<file path="config.mk">
export PLATFORM = sky130hd
export DESIGN_NAME = hy_frame_loader
export DESIGN_NICKNAME = d
export VERILOG_FILES = /design/src/rtl/hy_frame_loader.sv
export SDC_FILE = /design/constraint.sdc
export NUM_CORES = 2
export LEC_CHECK = 0
export BUFFER_PORTS_ARGS = -buffer_cell sky130_fd_sc_hd__buf_4
export CORE_AREA = 4 4 508 510
export CTS_CLUSTER_SIZE = 28
export DETAILED_ROUTE_END_ITERATION = 16
export DIE_AREA = 0 0 512 514
export PLACE_DENSITY = 0.54
export SETUP_SLACK_MARGIN = 0.1
export SLEW_MARGIN = 20
export SYNTH_ARGS = -nofsm -noshare
export SYNTH_HDL_FRONTEND = slang
export SYNTH_SLANG_ARGS = --single-unit
</file>
<file path="constraint.sdc">
create_clock -name clk -period 175.8 [get_ports clk]
set_input_delay 17.58 -clock clk [delete_from_list [all_inputs] [get_ports clk]]
set_output_delay 17.58 -clock clk [all_outputs]
set_load 0.03 [all_outputs]
</file>
<file path="src/rtl/hy_frame_loader.sv">
// hy_frame_loader: ping-pong H/Y frame assembler feeding the QR stage.
// Define HYLOAD_SOF_CHECK_EN to enable in_sof framing checks and err_sof.
`ifndef WL
`define WL 16
`endif

module hy_frame_loader #(
  parameter int N = 8
) (
  input  logic                   clk,
  input  logic                   rst,
  input  logic                   in_valid,
  output logic                   in_ready,
  input  logic                   in_sof,
  input  logic [`WL*N-1:0]       in_hrow,
  input  logic [`WL-1:0]         in_y,
  output logic                   out_valid,
  input  logic                   out_ready,
  output logic [`WL*N*N-1:0]     Hmatrix_o,
  output logic [`WL*N-1:0]       Yarray_o,
  output logic                   err_sof
);

  localparam int CW = (N > 1) ? $clog2(N) : 1;
  localparam logic [CW-1:0] LAST = CW'(N - 1);

  logic [`WL*N-1:0] h_q [2][N];
  logic [`WL*N-1:0] h_d [2][N];
  logic [`WL-1:0]   y_q [2][N];
  logic [`WL-1:0]   y_d [2][N];
  logic             wbank_q, wbank_d;
  logic             rbank_q, rbank_d;
  logic [1:0]       full_q, full_d;
  logic [CW-1:0]    wcnt_q, wcnt_d;
  logic             err_q, err_d;

  logic             accept;
  logic             wr_en;
  logic [CW-1:0]    wr_row;

  assign in_ready  = ~full_q[wbank_q];
  assign out_valid = full_q[rbank_q];
  assign err_sof   = err_q;

`ifndef HYLOAD_SOF_CHECK_EN
  logic unused_sof;
  assign unused_sof = in_sof;
`endif

  // Row write into the fill bank, frame completion and frame release.
  always_comb begin
    h_d     = h_q;
    y_d     = y_q;
    wbank_d = wbank_q;
    rbank_d = rbank_q;
    full_d  = full_q;
    wcnt_d  = wcnt_q;
    err_d   = err_q;
    accept  = in_valid && in_ready;
    wr_en   = accept;
    wr_row  = wcnt_q;
`ifdef HYLOAD_SOF_CHECK_EN
    if (accept && in_sof && (wcnt_q != '0)) begin
      wr_row = '0;
      err_d  = 1'b1;
    end else if (accept && !in_sof && (wcnt_q == '0)) begin
      wr_en = 1'b0;
      err_d = 1'b1;
    end
`endif
    if (out_valid && out_ready) begin
      full_d[rbank_q] = 1'b0;
      rbank_d         = ~rbank_q;
    end
    if (wr_en) begin
      h_d[wbank_q][wr_row] = in_hrow;
      y_d[wbank_q][wr_row] = in_y;
      if (wr_row == LAST) begin
        wcnt_d          = '0;
        full_d[wbank_q] = 1'b1;
        wbank_d         = ~wbank_q;
      end else begin
        wcnt_d = wr_row + 1'b1;
      end
    end
  end

  // State registers; reset discards every frame and clears the banks.
  always_ff @(posedge clk or posedge rst) begin
    if (rst) begin
      for (int b = 0; b < 2; b++) begin
        for (int r = 0; r < N; r++) begin
          h_q[b][r] <= '0;
          y_q[b][r] <= '0;
        end
      end
      wbank_q <= 1'b0;
      rbank_q <= 1'b0;
      full_q  <= '0;
      wcnt_q  <= '0;
      err_q   <= 1'b0;
    end else begin
      h_q     <= h_d;
      y_q     <= y_d;
      wbank_q <= wbank_d;
      rbank_q <= rbank_d;
      full_q  <= full_d;
      wcnt_q  <= wcnt_d;
      err_q   <= err_d;
    end
  end

  // Present the read bank directly from the registers.
  always_comb begin
    Hmatrix_o = '0;
    Yarray_o  = '0;
    for (int i = 0; i < N; i++) begin
      Hmatrix_o[i*`WL*N +: `WL*N] = h_q[rbank_q][i];
      Yarray_o[i*`WL +: `WL]      = y_q[rbank_q][i];
    end
  end

endmodule

</file>
**Word level (Yosys, flattened, before mapping)**

Cells that the tools add are included.

- $add $sub $neg: 1
- Order comparisons: 9
- Eq/ne operators: 1
- Multiplexer cells: 28
- Bitwise operators: 9
- Reduce and logical (&&, ||, !) cells: 7

Operator list:

| operator | number |
|---|---|
| 2-to-1 mux 1024 bit | 4 |
| bitwise mux 2048 bit | 1 |
| demux 1024 bit (select 1 bit) | 1 |
| 2-to-1 mux 128 bit | 5 |
| demux 128 bit (select 3 bit) | 1 |
| bitwise mux 256 bit | 1 |
| demux 128 bit (select 1 bit) | 1 |
| demux 16 bit (select 3 bit) | 1 |
| 2-to-1 mux 16 bit | 1 |
| logical AND 1 bit | 6 |
| 2-to-1 mux 1 bit | 6 |
| 2-to-1 mux 2 bit | 3 |
| greater-or-equal comparator 2 bit (second input constant) | 2 |
| greater-or-equal comparator 4 bit (second input constant) | 1 |
| less-than comparator 1 x 2 -> 1 bit (second input constant) | 2 |
| less-than comparator 4 x 1 -> 1 bit (second input constant) | 1 |
| inverter 1 -> 2 bit | 2 |
| inverter 3 -> 4 bit | 1 |
| adder 3 x 1 -> 3 bit (second input constant) | 1 |
| equality test 3 bit (second input constant) | 1 |
| 2-to-1 mux 3 bit | 1 |
| inverter 1 bit | 3 |
| AND 2 bit | 1 |
| demux 1 bit (select 1 bit) | 2 |
| 5 further kinds | 6 |

- Register bits: 2311
- Output and inout port bits: 1155

**Logic depth before layout (Yosys ltp)**

- Depth after elaboration: 10
- Mapped depth: 7
- Depth with buffers taken out: 5

**Least setup slack after synthesis**

OpenSTA, ideal clock, no wires.

- Path type: flip-flop to output port
- Start point: reg rbank_q
- End point: out Hmatrix_o[900]
- Data arrival time: 1.706 ns
- Slack: 156.514 ns
- Cell stages (with the launch flop): 6
- Path buffers: 4
- Path through: dfrtp_1 > clkbuf_1 > buf_2 > clkbuf_1 > clkbuf_1 > mux2_2

- Longest elaborated chain between the ends: 4

RTL lines:

| item | line | text |
|---|---|---|
| from (decl) | 32 | `logic rbank_q, rbank_d;` |
| from (signal assigned) | 106 | `rbank_q <= rbank_d;` |
| inverter 1 -> 2 bit (implied by the code) | 118 | `` Hmatrix_o[i*`WL*N +: `WL*N] = h_q[rbank_q][i]; `` |
| 2-to-1 mux 1024 bit (implied by the code) | 118 |  |
| 2-to-1 mux 1024 bit (2 in a row) | n/a |  |
| to (decl) | 19 | `` output logic [`WL*N*N-1:0] Hmatrix_o, `` |

No other way between the ends. The select of a mux whose other input is x is not followed.

**Worst setup path after layout**

- Start point: reg rbank_q
- End point: out Hmatrix_o[216]

- Longest elaborated chain between the ends: 4

RTL lines:

| item | line |
|---|---|
| inverter 1 -> 2 bit (implied by the code) | 118 |
| 2-to-1 mux 1024 bit (2 in a row) | n/a |
| 2-to-1 mux 1024 bit (implied by the code) | 118 |

No other way between the ends. The select of a mux whose other input is x is not followed.

==> results.yml <==
worst_setup_path:
  start_kind: "flop"
  crit_fanout: 69
  rr_worst_depth: 5
  slowest_delay_ns: 1.10
  critical_path.slowest_cell: "dfrtp_4"
  path_buf_inv: 6
  reg2reg_slack_ns: 171.59
  cp_top_family: "buffers and inverters"
  crit_top_cell: "buf_4"
  r2r-start: "wcnt_q[2]"
  cp.required_ns: 158.22
  r2r_end: "h_q[338]"
  criticalPathCategory: "reg2out"
  worst_setup_path_end_kind: "primary output"
  startpoint: "rbank_q"
  crit_chain: "buf_4 > buf_4 > buf_4 > buf_4 > buf_4 > mux2_2 > buf_4"
  cp.arrival_ns: 6.77
grt:
  grt_pass1_vias: 62020
  grtUsageTotal: 0.2430
  antenna_found_initial: 17
  grt_max_degree: 175
  grt_pass1_wl_um: 466300
  grt_overflow: 0
logic_synthesis:
  syn_inst: 6335
  synth_cell_types: 29
  synth_nets: 6486
  yosys.area.top_type: "dfrtp_1"
  synth_seq_cells: 2311
  synth_area_leaders: "dfrtp_1, mux2_2, buf_2"
  ys.flop_type: "dfrtp_1"
  synth_warnings: 0
  synth_edf_count: 0
  async_reset_ff_frac: 1.000
  netlist.area_leader.share: 0.5810
  syn_area_mm2: 0.09954
  synth.avg_cell_area_um2: 15.71
  synth_seq_area_share: 0.5810
place:
  port-buffer-count: 1301
  dp_hpwl_um: 213300
  gp_congestion: 0.7790
power:
  swShare: 0.4004
  combPwrFrac: 0.490
  netSwitchingPower_w: 0.001135
  leakage_nw: 57.43
  p_seq_frac: 0.313
  pwr-share-clk: 0.197
  vdd_drop_max_uv: 14.65
  pwr_density_cell_mw_per_mm2: 23.44
  cell_internal_pwr_w: 0.001699
clock_network:
  clk_path_buf_depth: 4
  post-cts-setup-buffers: 0
  clock_latency_ns: 0.89
  cts_htree_levels: 5
  cts_hold_buf: 0
  postCtsResizedCells: 0
  cts_tree: "done"
  cts_sinks: 2311
  clk_pin_slew_ns: 0.05
  cts_made_buffers: 281
  cts-root-buf: "clkbuf_16"
timing:
  finalWorstPathRequiredPeriod_ns: 24.35
  fin_crit_sh: 0.1385
  setup_tns_ns: 0
  hold_violations: 0
  worst_slew_pin_slew_ns: 1.106
  finalSetupViolCount: 0
  fmax_mhz: 41.06
  relSlewSlack: 0.2627
  whs_ns: 0.4964
  slew_violations: 0
  skew_ns: 0.06020
  rsz0062_at_grt: "false"
floorplan:
  core_mm2: 0.2535
  start_util: 0.3927
  die_w_um: 512
  rows: 185
  die-area_mm2: 0.2632
  die_h_um: 514
  ios: 1304
drt:
  post_drt_wl_per_cell_um: 29.46
  vias: 57520
  drtAntennaViolNets: 0
  viasPerCell: 5.198
  drt-total-wl_um: 326000
  drc: 0
  drt-pass1-iter-count: 5
  first_iter_violations: 2516
hold_path:
  min_path_type: "reg2reg"
  worstHoldStart: "h_q[2035]"
  hold_depth: 1
  min_to: "h_q[2035]"
cells_and_area:
  final_cell_mix: "mux2_2, dfrtp_1, buf_4, clkbuf_16, clkbuf_1"
  drive_gt1_frac: 0.6881
  layout_commonest_cell: "mux2_2"
  layout-area-overhead-vs-synth_pct: 21.46
  fillCellCount: 22260
  final_nets: 7644
job:
  maxCapViolCount: 0
run_status:
  status: "complete, no violations"
[Yosys cell counts (3+ instances only)]
library cell  number
mux2_2          3455
dfrtp_1         2311
buf_2            241
clkbuf_1         220
buf_1             25
buf_4             20
buf_6             15
nand2_1           10
nor2b_1            6
mux2_4             5
nor2_1             5
nand2_2            3
[layer usage]
layer,wire length (um),GRT usage,up-vias
met2,154100,0.3966,1353
met1,129600,0.2884,30740
li1,-,-,24940
met4,14330,0.09407,10
met3,27840,0.09601,470
met5,65,0,-
[cell type report]
class	instances	area, um2	area share
repair buffers	1397	10600	0.08770
well taps	3366	4212	0.03484
clock inverters	71	683.2	0.005651
diodes	11	27.53	0.0002277
multi-input cells	3501	39390	0.3258
clock buffers	407	8139	0.06732
flip-flops and latches	2311	57830	0.4784
inverters	1	11.26	0.00009315
[stage by stage]
| stage | setup slack, ns | total power, W | cell area (um2) | std cells | util |
|---|---|---|---|---|---|
| CTS | 151.21 | 0.002868 | 120800 | 11050 | 0.4767 |
| floorplan | 92.91 | 0.001773 | 99540 | 6335 | - |
| detailed placement | 152.21 | 0.002298 | 112000 | 10580 | 0.4419 |
| global route | 151.05 | 0.002970 | 120900 | 11060 | 0.4769 |
| finish | 151.45 | 0.002834 | 120900 | 11070 | 0.4770 |
| global placement | 152.15 | 0.002272 | 112000 | 10580 | 0.4419 |
[registers in the layout (all words and copies together) (netlist names)]
name,flops
wbank_q,1
wcnt_q,3
y_q,256
rbank_q,1
full_q,2
h_q,2048
[cell families (layout without fill, tap and decap cells)]
logic type	count (synthesis)	in the layout	share of synthesized area
compound gates	5	5	0.0003268
flops	2311	2311	0.5810
buf+inv	523	1876	0.02465
other cells	1	12	0.00003767
simple gates	32	32	0.002024
mux	3461	3461	0.3917
fa+ha+maj	2	2	0.0002514
[power groups by stage]
| stage | clock (W) | sequential [W] | combinational [W] |
|---|---|---|---|
| floorplan | 0 | 0.000876 | 0.000897 |
| detailed placement | 0 | 0.000895 | 0.00140 |
| CTS | 0.000573 | 0.000886 | 0.00141 |
| global route | 0.000595 | 0.000916 | 0.00146 |
| global placement | 0 | 0.000878 | 0.00139 |
| finish | 0.000558 | 0.000887 | 0.00139 |
[how the worst max path moves through the flow]
stage | end | slack [ns] | cells after the start
final | Hmatrix_o[216] | 151.45 | 7
after global routing | Hmatrix_o[859] | 151.05 | 7
after CTS | Hmatrix_o[217] | 151.21 | 7
after detailed placement | Hmatrix_o[217] | 152.21 | 7
after global placement | Hmatrix_o[90] | 152.15 | 7
after floorplan | full_q[0] | 92.91 | 1
(Power assumes the default switching activity.)
